$ cat src/rtl/cfs_md_rx_ctrl.sv
// MD slave-side receive stage: handshakes MD RX transfers, drops and counts illegal ones, queues legal ones for the aligner.
// Optional build macro CFS_MD_RX_ZERO_WAIT_EN replaces the two-cycle handshake with a combinational ready.
module cfs_md_rx_ctrl #(
  parameter int  DATA_WIDTH   = 32,
  parameter int  FIFO_DEPTH   = 4,
  localparam int BYTES        = DATA_WIDTH / 8,
  localparam int OFFSET_WIDTH = (BYTES > 1) ? $clog2(BYTES) : 1,
  localparam int SIZE_WIDTH   = $clog2(BYTES) + 1,
  localparam int LEVEL_WIDTH  = $clog2(FIFO_DEPTH) + 1
) (
  input  logic                    clk,
  input  logic                    reset_n,
  input  logic                    md_rx_valid,
  input  logic [DATA_WIDTH-1:0]   md_rx_data,
  input  logic [OFFSET_WIDTH-1:0] md_rx_offset,
  input  logic [SIZE_WIDTH-1:0]   md_rx_size,
  output logic                    md_rx_ready,
  output logic                    md_rx_err,
  output logic                    push_valid,
  output logic [DATA_WIDTH-1:0]   push_data,
  output logic [OFFSET_WIDTH-1:0] push_offset,
  output logic [SIZE_WIDTH-1:0]   push_size,
  input  logic                    push_ready,
  output logic [LEVEL_WIDTH-1:0]  fifo_level,
  output logic [15:0]             illegal_cnt
);

  localparam int PTR_WIDTH = $clog2(FIFO_DEPTH);
  localparam logic [LEVEL_WIDTH-1:0] DEPTH_L = LEVEL_WIDTH'(FIFO_DEPTH);
  localparam logic [SIZE_WIDTH:0]    BYTES_L = (SIZE_WIDTH + 1)'(BYTES);

  typedef struct packed {
    logic [DATA_WIDTH-1:0]   data;
    logic [OFFSET_WIDTH-1:0] offset;
    logic [SIZE_WIDTH-1:0]   size;
  } entry_t;

  entry_t                 mem_q [FIFO_DEPTH];
  logic [PTR_WIDTH-1:0]   wr_ptr_q, wr_ptr_d, rd_ptr_q, rd_ptr_d;
  logic [LEVEL_WIDTH-1:0] level_q, level_d;
  logic [15:0]            cnt_q, cnt_d;

  logic [SIZE_WIDTH:0] span;
  logic                illegal, room, push, pop, count_illegal;

  // One extra bit so size + offset cannot wrap back into the legal range.
  assign span    = (SIZE_WIDTH + 1)'(md_rx_size) + (SIZE_WIDTH + 1)'(md_rx_offset);
  assign illegal = (md_rx_size == '0) || (span > BYTES_L);
  assign room    = (level_q < DEPTH_L);
  assign pop     = push_ready && (level_q != '0);

`ifdef CFS_MD_RX_ZERO_WAIT_EN
  assign md_rx_ready   = room || illegal;
  assign md_rx_err     = md_rx_valid && md_rx_ready && illegal;
  assign push          = md_rx_valid && md_rx_ready && !illegal;
  assign count_illegal = md_rx_valid && md_rx_ready && illegal;
`else
  typedef enum logic {IDLE, ACK} state_t;

  state_t state_q;
  logic   ready_q, err_q;

  // NOTE: sequential state uses non-blocking assignments only, so every flop samples pre-edge values.
  always_ff @(posedge clk or negedge reset_n) begin
    if (!reset_n) begin
      state_q <= IDLE;
      ready_q <= 1'b0;
      err_q   <= 1'b0;
    end else begin
      unique case (state_q)
        IDLE: begin
          if (md_rx_valid && (illegal || room)) begin
            state_q <= ACK;
            ready_q <= 1'b1;
            err_q   <= illegal;
          end else begin
            ready_q <= 1'b0;
            err_q   <= 1'b0;
          end
        end
        ACK: begin
          state_q <= IDLE;
          ready_q <= 1'b0;
          err_q   <= 1'b0;
        end
        default: begin
          state_q <= IDLE;
          ready_q <= 1'b0;
          err_q   <= 1'b0;
        end
      endcase
    end
  end

  assign md_rx_ready   = ready_q;
  assign md_rx_err     = err_q;
  // Legality was judged when ACK was entered; payload is taken from the bus during ACK.
  assign push          = ready_q && md_rx_valid && !err_q;
  assign count_illegal = ready_q && err_q;
`endif

  // NOTE: every variable gets a default at the top of always_comb so no latch is inferred.
  always_comb begin
    wr_ptr_d = wr_ptr_q;
    rd_ptr_d = rd_ptr_q;
    level_d  = level_q;
    cnt_d    = cnt_q;
    if (push) wr_ptr_d = wr_ptr_q + PTR_WIDTH'(1);
    if (pop)  rd_ptr_d = rd_ptr_q + PTR_WIDTH'(1);
    unique case ({push, pop})
      2'b10:   level_d = level_q + LEVEL_WIDTH'(1);
      2'b01:   level_d = level_q - LEVEL_WIDTH'(1);
      default: level_d = level_q;
    endcase
    if (count_illegal && (cnt_q != 16'hFFFF)) cnt_d = cnt_q + 16'd1;
  end

  always_ff @(posedge clk or negedge reset_n) begin
    if (!reset_n) begin
      wr_ptr_q <= '0;
      rd_ptr_q <= '0;
      level_q  <= '0;
      cnt_q    <= '0;
    end else begin
      wr_ptr_q <= wr_ptr_d;
      rd_ptr_q <= rd_ptr_d;
      level_q  <= level_d;
      cnt_q    <= cnt_d;
    end
  end

  // NOTE: entry storage has no reset; push_valid gates every read, so stale contents are never observed.
  always_ff @(posedge clk) begin
    if (push) mem_q[wr_ptr_q] <= '{data: md_rx_data, offset: md_rx_offset, size: md_rx_size};
  end

  assign push_valid  = (level_q != '0);
  assign push_data   = mem_q[rd_ptr_q].data;
  assign push_offset = mem_q[rd_ptr_q].offset;
  assign push_size   = mem_q[rd_ptr_q].size;
  assign fifo_level  = level_q;
  assign illegal_cnt = cnt_q;

endmodule
$ cat config.mk
export PLATFORM = sky130hd
export DESIGN_NAME = cfs_md_rx_ctrl
export DESIGN_NICKNAME = d
export VERILOG_FILES = /design/src/rtl/cfs_md_rx_ctrl.sv
export SDC_FILE = /design/constraint.sdc
export NUM_CORES = 1
export LEC_CHECK = 0
export BUFFER_PORTS_ARGS = -buffer_cell sky130_fd_sc_hd__buf_2
export CORE_MARGIN = 1
export CORE_UTILIZATION = 50
export CTS_BUF_LIST = sky130_fd_sc_hd__clkbuf_4 sky130_fd_sc_hd__clkbuf_8
export DETAILED_ROUTE_END_ITERATION = 12
export PLACE_DENSITY = 0.73
export RECOVER_POWER = 50
export SETUP_SLACK_MARGIN = 0.15
export SYNTH_ARGS = -nofsm -noshare
export SYNTH_HDL_FRONTEND = slang
export SYNTH_SLANG_ARGS = --single-unit
$ cat constraint.sdc
create_clock -name clk -period 6.7 [get_ports clk]
set_clock_uncertainty 0.2 [all_clocks]
set_input_delay 1.005 -clock clk [delete_from_list [all_inputs] [get_ports clk]]
set_output_delay 1.005 -clock clk [all_outputs]
set_load 0.1 [all_outputs]
==> impl_metrics.json <==
{
  "status": "completed",
  "post_cts_buffers": 0,
  "firstDrtPassIters": 4,
  "port-buffer-count": 99,
  "cp-end-kind": "primary output",
  "cts_tree": "done",
  "tightest_slew_ns": 1.361,
  "hold_path.class": "reg -> reg",
  "startpoint_type": "flip-flop",
  "cts_max_level": 4,
  "vias": 3276,
  "syn_nets": 362,
  "layout-drive-gt1-share_pct": 31.18,
  "synthCells": 311,
  "dieArea_mm2": 0.01377,
  "grt_overflow": 0,
  "period_share_pct": 55.10,
  "num_io_pins": 100,
  "cts.repair.resized": 0,
  "crit_path_max_fanout": 32,
  "die_w_um": 117.4,
  "coreArea_mm2": 0.01277,
  "yosysSeqAreaShare_pct": 76.19,
  "cp.arrival_ns": 2.49,
  "remaining_drc_errors": 0,
  "ys_warn_count": 0,
  "cts_made_buffers": 17,
  "wl_per_cell_um": 18.58,
  "r2r_setup_slack_ns": 4.30,
  "antenna_found_initial": 0,
  "rsz0062_at_grt": "no",
  "cts_sinks": 173,
  "ys_top_cells_by_area": "edfxtp_1 (67%), mux4_2 (13%), dfrtp_1 (9.4%)",
  "dp_hpwl_mm": 6.805,
  "max-slew-margin-rel_pct": 9.240,
  "required_ns": 5.49,
  "wirelength_mm": 11.24,
  "root_buffer": "clkbuf_8",
  "clk_pin_slew_worst_paths_ns": 0.08,
  "synth_area_leader_cell": "edfxtp_1",
  "max-clock-path-buffers": 2,
  "crit_type": "reg -> out",
  "grtUsageTotal_pct": 17.85,
  "maxCapViolCount": 0,
  "diodes": 0,
  "slowest_stage": "mux4_2",
  "whs_ns": 0.3119,
  "fmax_mhz": 270.9,
  "finalHoldViolations": 0,
  "place_congestion": 0.7634,
  "drt.antenna.violating_nets": 0,
  "die_h_um": 117.4,
  "synth_area_mm2": 0.006654,
  "setup_viol": 0,
  "instances_no_fill": 605,
  "place_inst": 573,
  "final.setup.tns_ns": 0,
  "grt_max_degree": 39,
  "grt_pass1_wl_mm": 18.06,
  "floorplan.initialDensity_pct": 52.09,
  "synthToLayoutAreaGrowth_pct": 15.01,
  "finalNetCount": 471,
  "min_period_ns": 3.692,
  "slowest_delay_ns": 0.61,
  "ys_seq_elements": 173,
  "clk_latency_ns": 0.45,
  "ys_types": 35,
  "viasPerCell": 5.415,
  "grt_pass1_vias": 3431,
  "crit_chain": "buf_4, mux4_2, buf_2",
  "cts_hold_buf": 0,
  "synth_top_cell_area_share_pct": 66.79,
  "drt-initial-drc-count": 161,
  "synth.avg_cell_area_um2": 21.40,
  "core.rowCount": 41,
  "slew_viol_final": 0
}
## area by class of cell
class	instances	area, um^2
clock buffers	17	234.0
multi-input cells	122	1488
repair buffers	100	449.2
clock inverters	15	171.4
inverters	6	22.52
fillers	957	5121
flip-flops and latches	173	5072
well taps	172	215.2
## cell usage after synthesis
| library cell | number |
|---|---|
| nand4_1 | 8 |
| nand3_1 | 4 |
| and4_1 | 1 |
| nand2b_1 | 1 |
| edfxtp_1 | 148 |
| and4_2 | 3 |
| buf_6 | 1 |
| mux4_2 | 37 |
| mux2i_1 | 1 |
| ha_1 | 8 |
| and3_1 | 3 |
| nor3_1 | 1 |
| or3_1 | 1 |
| dfrtp_1 | 25 |
| a41oi_4 | 1 |
| and2_1 | 6 |
| nand2_1 | 8 |
| nor2b_1 | 1 |
| fa_1 | 2 |
| a21oi_1 | 4 |
| nor2_1 | 5 |
| o22ai_1 | 1 |
| buf_4 | 2 |
| a31oi_1 | 1 |
| and4b_1 | 1 |
| o21ai_0 | 1 |
| xor2_1 | 4 |
| nor4_2 | 1 |
| mux2_2 | 1 |
| inv_1 | 6 |
| a211oi_1 | 1 |
| a21o_1 | 1 |
| clkbuf_1 | 1 |
| buf_2 | 6 |
| xnor2_1 | 15 |
## metrics by stage
stage                     setup slack [ns]  utilization (%)  area [um^2]
after floorplan                      3.367                -         6654
after global placement               3.439            57.30         7320
after detailed placement             3.414            57.30         7320
after CTS                            2.903            60.48         7725
after global routing                 2.824            59.91         7652
final                                3.009            59.91         7652
## placed cells by master, fill, tap and decap left out, drive strengths merged, types with 4 or more instances in the layout
master / n
and2: 6
clkinv: 5
nor2: 5
xnor2: 15
buf: 57
dfrtp: 25
xor2: 4
and4: 4
clkbuf: 60
nand4: 8
nand2: 8
edfxtp: 148
ha: 8
nand3: 4
mux4: 37
a21oi: 4
inv: 8
clkinvlp: 5
## path summary, 6_finish.rpt
kind                                     start              to  depth (start not counted)
worst min-delay path             fifo_level[2]   fifo_level[2]                          1
max in group asynchronous              reset_n     rd_ptr_q[0]                          1
worst max register to register  illegal_cnt[0]  illegal_cnt[1]                          4
min in group asynchronous              reset_n   fifo_level[0]                          1
worst min register to register   fifo_level[2]   fifo_level[2]                          1
worst max-delay path               rd_ptr_q[0]    push_data[0]                          3
## sequential cells by signal (all words and copies together) (netlist names)
register	count
illegal_cnt	16
fifo_level	3
mem_q	148
wr_ptr_q	2
md_rx_ready	1
rd_ptr_q	2
md_rx_err	1
## critical path, delay by kind of cell, from the launching register on
family / cells / cell delay [ns]
multiplexers: 1 / 0.61
buffers and inverters: 2 / 0.90
flip-flops: 1 / 0.51
## metal layers
metal | share of wire (%) | track usage, %
met1 | 43 | 22.30
met2 | 50 | 28.37
met3 | 5.8 | 6.566
met4 | 1.7 | 7.143
met5 | 0 | 0
## kinds of logic after synthesis
group                      synth area share [%]
adders and majority gates                 2.106
muxes                                     12.84
AOI/OAI and AO/OA                         1.204
buffers and inverters                     1.241
and+or+nand+nor                           3.912
xor gates and xnor gates                  2.501
DFF                                       76.19
Power is not shown: default switching activity piles up to over one toggle a cycle in this logic, so the estimate is an artifact.
